$ cat src/rtl/store_commit_unit.sv
// Store commit unit: captures store results per ROB tag, queues committed stores in order,
// and arbitrates the single D-cache port between LSB loads and committed-store writes.
module store_commit_unit #(
    parameter int unsigned NUM_LDST_RS = 3,
    parameter int unsigned ROB_DEPTH   = 6,
    parameter int unsigned TAG_W       = 3,
    parameter int unsigned DEPTH       = 4
) (
    input  logic                               clk,
    input  logic                               rst,
    input  logic                               flush,
    input  logic [NUM_LDST_RS-1:0]             st_valid,
    input  logic [NUM_LDST_RS-1:0][TAG_W-1:0]  st_tag,
    input  logic [NUM_LDST_RS-1:0][31:0]       st_addr,
    input  logic [NUM_LDST_RS-1:0][31:0]       st_data,
    input  logic [NUM_LDST_RS-1:0][2:0]        st_funct,
    input  logic                               commit_valid,
    input  logic [TAG_W-1:0]                   commit_tag,
    input  logic                               commit_is_store,
    output logic                               commit_full,
    output logic                               commit_err,
    input  logic                               ld_read,
    input  logic [31:0]                        ld_addr,
    output logic                               ld_resp,
    output logic [31:0]                        ld_rdata,
    output logic                               mem_read_d,
    output logic                               mem_write_d,
    output logic [3:0]                         mem_byte_enable_d,
    output logic [31:0]                        mem_address_d,
    output logic [31:0]                        mem_wdata_d,
    input  logic                               mem_resp_d,
    input  logic [31:0]                        mem_rdata_d,
    output logic                               new_store,
    output logic [$clog2(DEPTH):0]             fifo_count
);
    localparam int unsigned PTR_W = $clog2(DEPTH);
    localparam int unsigned CNT_W = $clog2(DEPTH) + 1;
    localparam int unsigned TBL_N = 2 ** TAG_W;

    typedef struct packed {
        logic [31:0] addr;
        logic [31:0] data;
        logic [2:0]  funct;
    } store_t;

    typedef enum logic [1:0] {ST_IDLE, ST_LOAD, ST_STORE} state_t;

    state_t             r_state, w_next;
    store_t             r_tbl [TBL_N];
    logic [TBL_N-1:0]   r_tbl_valid;
    store_t             r_fifo [DEPTH];
    logic [PTR_W-1:0]   r_wptr, r_rptr;
    logic [CNT_W-1:0]   r_count;
    logic [31:0]        r_ld_addr;
    logic               r_ld_flushed;
    logic               r_commit_err;
    logic               r_new_store;

    logic               w_byp_hit;
    store_t             w_byp_ent;
    logic               w_commit_st;
    logic               w_push;
    logic               w_pop;
    store_t             w_push_ent;
    store_t             w_head;
    logic [3:0]         w_be;
    logic [31:0]        w_wdata;

    // Same-cycle capture of the committing tag overrides the table entry
    always_comb begin
        w_byp_hit = 1'b0;
        w_byp_ent = '0;
        for (int unsigned i = 0; i < NUM_LDST_RS; i++) begin
            if (st_valid[i] && (st_tag[i] == commit_tag) && (commit_tag != '0)) begin
                w_byp_hit = 1'b1;
                w_byp_ent = {st_addr[i], st_data[i], st_funct[i]};
            end
        end
    end

    assign commit_full = (r_count == CNT_W'(DEPTH));
    assign w_commit_st = commit_valid && commit_is_store && !commit_full;
    assign w_push      = w_commit_st && (w_byp_hit || r_tbl_valid[commit_tag]);
    assign w_push_ent  = w_byp_hit ? w_byp_ent : r_tbl[commit_tag];
    assign w_pop       = (r_state == ST_STORE) && mem_resp_d;
    assign w_head      = r_fifo[r_rptr];
    assign fifo_count  = r_count;
    assign commit_err  = r_commit_err;
    assign new_store   = r_new_store;

    // Speculative per-tag store table; flush drops everything including same-cycle captures
    always_ff @(posedge clk or negedge rst) begin
        if (!rst) begin
            r_tbl_valid <= '0;
            for (int unsigned i = 0; i < TBL_N; i++) r_tbl[i] <= '0;
        end else if (flush) begin
            r_tbl_valid <= '0;
        end else begin
            for (int unsigned i = 0; i < NUM_LDST_RS; i++) begin
                if (st_valid[i] && (st_tag[i] != '0) && (st_tag[i] <= TAG_W'(ROB_DEPTH))) begin
                    r_tbl_valid[st_tag[i]] <= 1'b1;
                    r_tbl[st_tag[i]]       <= {st_addr[i], st_data[i], st_funct[i]};
                end
            end
            if (w_commit_st) r_tbl_valid[commit_tag] <= 1'b0;
        end
    end

    // In-order committed-store FIFO
    always_ff @(posedge clk or negedge rst) begin
        if (!rst) begin
            r_wptr  <= '0;
            r_rptr  <= '0;
            r_count <= '0;
            for (int unsigned i = 0; i < DEPTH; i++) r_fifo[i] <= '0;
        end else begin
            if (w_push) begin
                r_fifo[r_wptr] <= w_push_ent;
                r_wptr         <= r_wptr + PTR_W'(1);
            end
            if (w_pop) r_rptr <= r_rptr + PTR_W'(1);
            case ({w_push, w_pop})
                2'b10:   r_count <= r_count + CNT_W'(1);
                2'b01:   r_count <= r_count - CNT_W'(1);
                default: r_count <= r_count;
            endcase
        end
    end

    always_ff @(posedge clk or negedge rst) begin
        if (!rst) begin
            r_state      <= ST_IDLE;
            r_ld_addr    <= '0;
            r_ld_flushed <= 1'b0;
            r_commit_err <= 1'b0;
            r_new_store  <= 1'b0;
        end else begin
            r_state     <= w_next;
            r_new_store <= w_pop;
            if (w_commit_st && !w_push) r_commit_err <= 1'b1;
            if ((r_state == ST_IDLE) && (w_next == ST_LOAD)) begin
                r_ld_addr    <= ld_addr;
                r_ld_flushed <= 1'b0;
            end else if ((r_state == ST_LOAD) && flush) begin
                r_ld_flushed <= 1'b1;
            end
        end
    end

    // Byte-lane formatting of the FIFO head
    always_comb begin
        w_be    = 4'b1111;
        w_wdata = w_head.data;
        case (w_head.funct)
            3'b000: begin
                w_be    = 4'b0001 << w_head.addr[1:0];
                w_wdata = {4{w_head.data[7:0]}};
            end
            3'b001: begin
                w_be    = 4'b0011 << {w_head.addr[1], 1'b0};
                w_wdata = {2{w_head.data[15:0]}};
            end
            default: ;
        endcase
    end

    // Arbiter next-state and port outputs
    always_comb begin
        w_next            = r_state;
        mem_read_d        = 1'b0;
        mem_write_d       = 1'b0;
        mem_address_d     = '0;
        mem_byte_enable_d = '0;
        mem_wdata_d       = '0;
        ld_resp           = 1'b0;
        ld_rdata          = '0;
        case (r_state)
            ST_IDLE: begin
                if ((r_count != '0) && (commit_full || !ld_read)) w_next = ST_STORE;
                else if (ld_read)                                  w_next = ST_LOAD;
            end
            ST_LOAD: begin
                mem_read_d    = 1'b1;
                mem_address_d = r_ld_addr;
                if (mem_resp_d) begin
                    w_next = ST_IDLE;
                    if (!r_ld_flushed && !flush) begin
                        ld_resp  = 1'b1;
                        ld_rdata = mem_rdata_d;
                    end
                end
            end
            ST_STORE: begin
                mem_write_d       = 1'b1;
                mem_address_d     = {w_head.addr[31:2], 2'b00};
                mem_byte_enable_d = w_be;
                mem_wdata_d       = w_wdata;
                if (mem_resp_d) w_next = ST_IDLE;
            end
            default: w_next = ST_IDLE;
        endcase
    end

endmodule

$ cat config.mk
export PLATFORM = sky130hd
export DESIGN_NAME = store_commit_unit
export DESIGN_NICKNAME = d
export VERILOG_FILES = /design/src/rtl/store_commit_unit.sv
export SDC_FILE = /design/constraint.sdc
export NUM_CORES = 2
export LEC_CHECK = 0
export BUFFER_PORTS_ARGS = -buffer_cell sky130_fd_sc_hd__buf_2
export CAP_MARGIN = 20
export CELL_PAD_IN_SITES_DETAIL_PLACEMENT = 1
export CELL_PAD_IN_SITES_GLOBAL_PLACEMENT = 2
export CORE_UTILIZATION = 35
export CTS_CLUSTER_DIAMETER = 120
export DETAILED_ROUTE_END_ITERATION = 10
export HOLD_SLACK_MARGIN = 0.03
export PLACE_DENSITY = 0.74
export SYNTH_ARGS = -nofsm -noshare
export SYNTH_HDL_FRONTEND = slang
export SYNTH_SLANG_ARGS = --single-unit
$ cat constraint.sdc
create_clock -name clk -period 2.9 [get_ports clk]
set_input_delay 0.29 -clock clk [delete_from_list [all_inputs] [get_ports clk]]
set_output_delay 0.29 -clock clk [all_outputs]
set_load 0.01 [all_outputs]
After elaboration in Yosys (flattened, before gate mapping)

Index checks and enable logic that the tools add are counted.

Register bits after elaboration: 856
Latch bits: 0
Bits in writable memories: 0
Memory bits (read-only): 0
Input port bits: 287
Output and inout bits: 109
Logic and storage cells: 207
Memories kept: 0

Add/subtract/negate cells: 4
Multipliers: 0
Divide/modulo/power cells: 0
Order comparisons: 21
Equality and inequality tests: 10
Shift-type cells: 2
Mux-type cells: 68
Bitwise operators: 11
Reduce and logical (&&, ||, !) cells: 46

Operators by type and width:

| operator                                            | number |
|---|---|
| two-way mux 536 bit                                 | 5 |
| bitwise mux 536 bit                                 | 3 |
| two-way mux 67 bit                                  | 12 |
| demux 67 bit (select 3 bit)                         | 3 |
| bitwise mux 268 bit                                 | 1 |
| binary-select mux 67 bit (select 3 bit)             | 1 |
| binary-select mux 67 bit (select 2 bit)             | 1 |
| demux 67 bit (select 2 bit)                         | 1 |
| two-way mux 32 bit                                  | 4 |
| case mux 32 bit (2 select lines)                    | 2 |
| two-way mux 8 bit                                   | 8 |
| logical AND 1 bit                                   | 29 |
| bitwise OR 8 bit                                    | 3 |
| >= comparator 4 bit, second input constant          | 4 |
| < comparator 3 x 4 -> 1 bit, second input constant  | 4 |
| inverter 3 -> 4 bit                                 | 4 |
| two-way mux 1 bit                                   | 15 |
| nonzero test 3 bit                                  | 5 |
| demux 1 bit (select 3 bit)                          | 4 |
| >= comparator 3 x 1 -> 1 bit, second input constant | 4 |
| < comparator 4 x 1 -> 1 bit, second input constant  | 3 |
| == test 3 bit                                       | 3 |
| <= comparator 3 bit, second input constant          | 3 |
| AND 8 bit                                           | 1 |
| other kinds (25)                                    | 39 |

Logic depth before layout (Yosys ltp)

Word-level depth: 16
Gate-level depth with buffers: 13

Worst setup path before layout

Ideal clock, no wire load.

Kind: input to register
Start: input port commit_tag[2]
End: register r_count[2], in the netlist fifo_count[2]
Library setup time: 79 ps
Data arrival time: 2,817 ps
Data required time: 2,821 ps
Slack: 4 ps
Stages: 12
Cell sequence: buf_2 -> mux2_1 -> a221oi_2 -> o22ai_2 -> nor4_1 -> nand2b_1 -> ha_1 -> inv_1 -> fa_1 -> xor2_1 -> nor2_1 -> xor2_1

Word-level cells in the longest chain between the ends: 10
Elaborated cells between the ends (all ways): 21
Those cells by class: eq/ne (5); mux (6); reduce/logical (10)

Ends and longest elaborated chain:

| what                                                                  | RTL line | text |
|---|---|---|
| start, declared                                                       | 18       | `input logic [TAG_W-1:0] commit_tag,` |
| == test 3 bit                                                         | 74       | `if (st_valid[i] && (st_tag[i] == commit_tag) && (commit_tag != '0)) begin` |
| logical AND 1 bit (2 in series)                                       | 74       |  |
| two-way mux 1 bit (3 in series)                                       | 74       |  |
| logical OR 1 bit *                                                    | 83       | `assign w_push = w_commit_st && (w_byp_hit \|\| r_tbl_valid[commit_tag]);` |
| logical AND 1 bit *                                                   | 83       |  |
| == test 2 x 1 -> 1 bit or == test 2 bit (tied branches)               | 122      | `case ({w_push, w_pop})` |
| case mux 3 bit (2 select lines) or nonzero test 2 bit (tied branches) | n/a      |  |
| end signal, assigned                                                  | 123      | `2'b10: r_count <= r_count + CNT_W'(1);` |
| end signal, assigned                                                  | 124      | `2'b01: r_count <= r_count - CNT_W'(1);` |
| end signal, assigned                                                  | 125      | `default: r_count <= r_count;` |
| end, declared                                                         | 53       | `logic [CNT_W-1:0] r_count;` |

Mark *: on every way between the ends. The rest lies on a longest branch, timed or not. The select of a mux whose other input is x is not followed.
A chain may end at the register's enable or synchronous reset.

Final worst setup path

Start: register r_rptr[0]
End: output port mem_wdata_d[29]

Word-level cells in the longest chain between the ends: 7
Elaborated cells between the ends (all ways): 8
Those cells by class: eq/ne (1); mux (5); bitwise (1); reduce/logical (1)

Ends and longest elaborated chain:

| what                                                        | RTL line | text |
|---|---|---|
| start, declared                                             | 52       | `logic [PTR_W-1:0] r_wptr, r_rptr;` |
| start signal, assigned                                      | 121      | `if (w_pop) r_rptr <= r_rptr + PTR_W'(1);` |
| inverter 2 -> 3 bit (implied by the code) *                 | 86       | `assign w_head = r_fifo[r_rptr];` |
| binary-select mux 67 bit (select 2 bit) *                   | 86       |  |
| two-way mux 67 bit (implied by the code) * (2 in series)    | 86       |  |
| == test 3 x 1 -> 1 bit or logical NOT 3 bit (tied branches) | 154      | `case (w_head.funct)` |
| case mux 32 bit (2 select lines) *                          | 154      |  |
| two-way mux 32 bit *                                        | 177      | `case (r_state)` |
| end, declared                                               | 30       | `output logic [31:0] mem_wdata_d,` |

Marked as above.

==> results.sh <==
export IMPL_area_delta_synth_final_pct=22.5
export IMPL_remaining_antenna_violation_count=0
export IMPL_hold_end="r_tbl[323]"
export IMPL_port_buffer_count=395
export IMPL_syn_avg_cell_area_um2=9.29
export IMPL_avgRoutedWirePerCell_um=30.5
export IMPL_reg2reg_from="r_tbl_valid[3]"
export IMPL_timing_final_max_slew_violations=0
export IMPL_drt_pass_1_iters=9
export IMPL_cts_clk_slew_worst_paths_ns=0.06
export IMPL_internal_power_summed_over_all_cells_mw=30.5
export IMPL_fin_crit_share_pct=100
export IMPL_cts_path_max_buffers=3
export IMPL_overall_via_count_from_detail_route=45100
export IMPL_post_synth_top_area_fraction_pct=45.3
export IMPL_area_sequential_mm2=0.0214
export IMPL_placement_setup_worst_slack_ns=-0.432
export IMPL_numPlacedInstances=6878
export IMPL_grt_first_pass_wirelength_um=323000
export IMPL_fin_crit_ns=2.91
export IMPL_switching_portion_of_total_power_pct=33.3
export IMPL_largest_driver_fanout_on_the_critical_path=9
export IMPL_placement_rows=134
export IMPL_first_global_vias=46200
export IMPL_start_util_pct=35.4
export IMPL_final_instance_count_excl_fill=7243
export IMPL_hold_depth=5
export IMPL_drc_errors=132
export IMPL_rsz0062_at_grt="yes"
export IMPL_clk_latency_ns=0.72
export IMPL_r2r_setup_slack_ns=0.12
export IMPL_tightestPinTransition_ns=0.831
export IMPL_ys_ff_latch=856
export IMPL_power_combinational_fraction_pct=32.2
export IMPL_synthesis_nets=5384
export IMPL_crit_path_end_kind="output pin"
export IMPL_routed_via_density=6.23
export IMPL_final_hold_violation_count=0
export IMPL_cts_tree="built"
export IMPL_power_leakage_nw=24.3
export IMPL_postSynth_asyncResetShare_pct=100
export IMPL_worst_min_delay_path_startpoint="st_addr[20]"
export IMPL_cellPowerDensity_mw_per_mm2=789
export IMPL_routed_wl_um=221000
export IMPL_worst_ep_required_time_ns=2.61
export IMPL_critical_path_cell_chain="mux4_2 -> buf_8 -> mux2i_1 -> nand2_1 -> o211a_1 -> buf_2"
export IMPL_power_ir_vdd_worst_v=0.000490
export IMPL_finalSetupViolCount=1
export IMPL_worst_setup_path_start_kind="flop"
export IMPL_die_area_mm2=0.136
export IMPL_cp_num_buf_inv=2
export IMPL_antenna_violations_before_repair=37
export IMPL_nNetsFinal=5666
export IMPL_synth_cell_area_mm2=0.0472
export IMPL_synth_edf_count=0
export IMPL_run_status="finished with violations"
export IMPL_critical_path_reg2reg_endpoint="fifo_count[2]"
export IMPL_hpwlAfterDp_um=136000
export IMPL_core_area_mm2=0.134
export IMPL_data_arrival_time_of_the_worst_path_ns=2.62
export IMPL_io_pin_count=396
export IMPL_finalWeightedCongestion=0.850
export IMPL_die_x_um=369
export IMPL_slew_limit_headroom_pct=44.6
export IMPL_fin_skew_ns=0.0214
export IMPL_max_freq_mhz=343
export IMPL_total_area_of_multi_input_combinational_cells_mm2=0.0236
export IMPL_drv_max_cap_violation_count=0
export IMPL_timing_worst_setup_path_type="flop to output pin"
export IMPL_failing_checks="DRC, setup timing"
export IMPL_synth_cell_type_count=63
export IMPL_dieHeight_um=369
export IMPL_worst_hold_path_type="primary input to flop"
export IMPL_finalWorstSetupSlack_ns=-0.0125
export IMPL_synth_ff_type="sky130_fd_sc_hd__dfrtp_1"
export IMPL_total_switching_power_mw=15.2
export IMPL_grt_max_degree=136
export IMPL_synth_largest_area_cell="sky130_fd_sc_hd__dfrtp_1"
export IMPL_critical_path_max_stage_delay_ns=0.63
export IMPL_cts_sinks=856
export IMPL_report_power_total_mw=45.7
export IMPL_timing_critical_path_max_delay_family="multiplexers"
export IMPL_power_share_sequential_pct=37.6
export IMPL_cell_depth_of_the_worst_flop_to_flop_path=12
export IMPL_number_of_buffers_created_by_cts=101
export IMPL_globalRouteTotalUtil_pct=31.9
export IMPL_synth_yosys_warnings=0
export IMPL_post_route_cells_drive_above_1_share_pct=20.9
export IMPL_seq_area_frac_synth_pct=45.3
export IMPL_ys_top_cells_by_area="sky130_fd_sc_hd__dfrtp_1 (45%), sky130_fd_sc_hd__o22a_1 (6.4%), sky130_fd_sc_hd__nand2_1 (4.7%)"
export IMPL_cts_root_buffer_cell="sky130_fd_sc_hd__clkbuf_16"
export IMPL_p_clk_share_pct=30.3
export IMPL_synthCells=5087
export IMPL_h_tree_depth=3
export IMPL_first_iter_violations=4324
export IMPL_filler_cells=14900
export IMPL_globalRouteOverflowTotal=0
export IMPL_worst_path_max_delay_cell="sky130_fd_sc_hd__mux4_2"
==> per-stage QoR <==
| step | utilization [%] | hold WS (ns) | TNS (ns) | cell area [um^2] |
|---|---|---|---|---|
| 4_1_cts | 43.1 | 0.0311 | -0.376 | 57600 |
| 3_5_place_dp | 39.3 | 0.223 | -2.56 | 52500 |
| 2_1_floorplan | - | -0.00559 | 0 | 47200 |
| 5_1_grt | 43.3 | 0.0780 | -0.947 | 57800 |
| 3_3_place_gp | 39.3 | 0.225 | -1.92 | 52500 |
| 6_report | 43.3 | 0.0695 | -0.0125 | 57900 |
==> repair_timing <==
| action | in CTS | in global routing |
|---|---|---|
| hold buffers | 129 | 0 |
| buffers inserted | 18 | 8 |
| cloned | 0 | 1 |
| pin swaps | 1 | 10 |
| endpoints found under the hold margin | 523 | 0 |
| endpoints found under the setup margin | 63 | 75 |
| gates resized for setup | 26 | 29 |
==> cell usage after synthesis, types with 6 or more instances <==
master	n
sky130_fd_sc_hd__o2bb2ai_1	28
sky130_fd_sc_hd__o31ai_1	122
sky130_fd_sc_hd__a31oi_1	23
sky130_fd_sc_hd__nor2_1	575
sky130_fd_sc_hd__a22o_1	36
sky130_fd_sc_hd__o311ai_0	7
sky130_fd_sc_hd__buf_4	30
sky130_fd_sc_hd__a21o_1	14
sky130_fd_sc_hd__inv_1	19
sky130_fd_sc_hd__o32ai_1	89
sky130_fd_sc_hd__clkbuf_1	522
sky130_fd_sc_hd__dfrtp_1	856
sky130_fd_sc_hd__o211ai_1	21
sky130_fd_sc_hd__o211a_1	37
sky130_fd_sc_hd__mux2_2	139
sky130_fd_sc_hd__a21boi_0	10
sky130_fd_sc_hd__mux4_2	65
sky130_fd_sc_hd__a21oi_1	251
sky130_fd_sc_hd__nor3b_1	12
sky130_fd_sc_hd__nand2b_1	10
sky130_fd_sc_hd__o21ai_0	298
sky130_fd_sc_hd__a221oi_1	183
sky130_fd_sc_hd__a311oi_1	12
sky130_fd_sc_hd__a22oi_1	58
sky130_fd_sc_hd__o21ai_1	94
sky130_fd_sc_hd__xor2_1	6
sky130_fd_sc_hd__nand3_1	120
sky130_fd_sc_hd__o22ai_1	89
sky130_fd_sc_hd__nor2b_1	23
sky130_fd_sc_hd__and2_1	55
sky130_fd_sc_hd__mux2i_1	100
sky130_fd_sc_hd__buf_1	47
sky130_fd_sc_hd__a211oi_1	37
sky130_fd_sc_hd__buf_2	46
sky130_fd_sc_hd__xnor2_1	6
sky130_fd_sc_hd__o221ai_1	9
sky130_fd_sc_hd__nand2_1	596
sky130_fd_sc_hd__o22a_1	346
sky130_fd_sc_hd__ha_1	9
sky130_fd_sc_hd__o31a_1	33
sky130_fd_sc_hd__nor3_1	17
==> worst max-delay path by stage <==
stage,depth (start not counted),endpoint,slack (ns),startpoint
finish,6,mem_wdata_d[29],-0.01,r_rptr[0]
global route,4,mem_address_d[28],-0.08,r_rptr[0]
CTS,4,mem_address_d[28],-0.07,r_rptr[0]
detailed placement,13,fifo_count[2],-0.43,commit_tag[2]
global placement,13,fifo_count[2],-0.49,commit_tag[2]
floorplan,12,fifo_count[2],0.004,commit_tag[2]
==> cells in the final DEF (no fill, tap or decap), drive strengths merged, types with 129 or more instances in the layout <==
master / n
a21oi: 251
dlygate4sd3: 129
dfrtp: 856
clkbuf: 145
nand2: 596
nor2: 576
mux2: 141
a221oi: 185
buf: 694
o21ai: 392
o22a: 346
==> final cells by class <==
type	count	area share [%]
Multi-Input combinational cell	3567	40.8
Sequential cell	856	37.0
Timing Repair Buffer	824	12.0
Clock buffer	144	5.13
Tap cell	1768	3.82
Clock inverter	42	1.01
Inverter	19	0.123
Antenna cell	23	0.0994
==> state kept, by name, indices dropped and copies added, names as in the netlist, 2 cells and up <==
register,flops
r_wptr,2
r_fifo,268
r_tbl,536
r_rptr,2
r_tbl_valid,8
r_ld_addr,32
r_state,2
fifo_count,3
==> power by group through the flow <==
stage                     registers [mW]  logic (mW)  clock network [mW]
after global routing                17.6        15.8                14.5
after floorplan                     16.6        8.64                   0
after detailed placement            17.4        13.6                   0
after global placement              17.2        13.3                   0
final                               17.2        14.7                13.8
after CTS                           17.1        14.4                14.1
==> layer usage <==
layer | wire length [um] | GRT usage (%)
met5 | 147 | 0
met4 | 8260 | 12.3
met3 | 18100 | 5.96
met2 | 97200 | 48.7
met1 | 96800 | 44.7
==> worst reg2reg max path, delay by kind of cell (launching register included) <==
| kind | cells | cell delay (ns) |
|---|---|---|
| muxes | 1 | 0.29 |
| DFF | 1 | 0.38 |
| adders and majority gates | 2 | 0.48 |
| buffers and inverters | 2 | 0.27 |
| and+or+nand+nor | 3 | 0.55 |
| AOI/OAI and AO/OA | 2 | 0.42 |
| xor gates and xnor gates | 2 | 0.30 |
==> kinds of logic after synthesis <==
kind of cell | after synthesis | share of synthesized area (%)
AOI/OAI and AO/OA | 1816 | 27.6
xor gates and xnor gates | 12 | 0.222
adders and majority gates | 10 | 0.281
buffers and inverters | 664 | 5.64
DFF | 856 | 45.3
muxes | 306 | 8.58
and+or+nand+nor | 1423 | 12.3
Note: power is estimated with default switching activity, not from simulation.
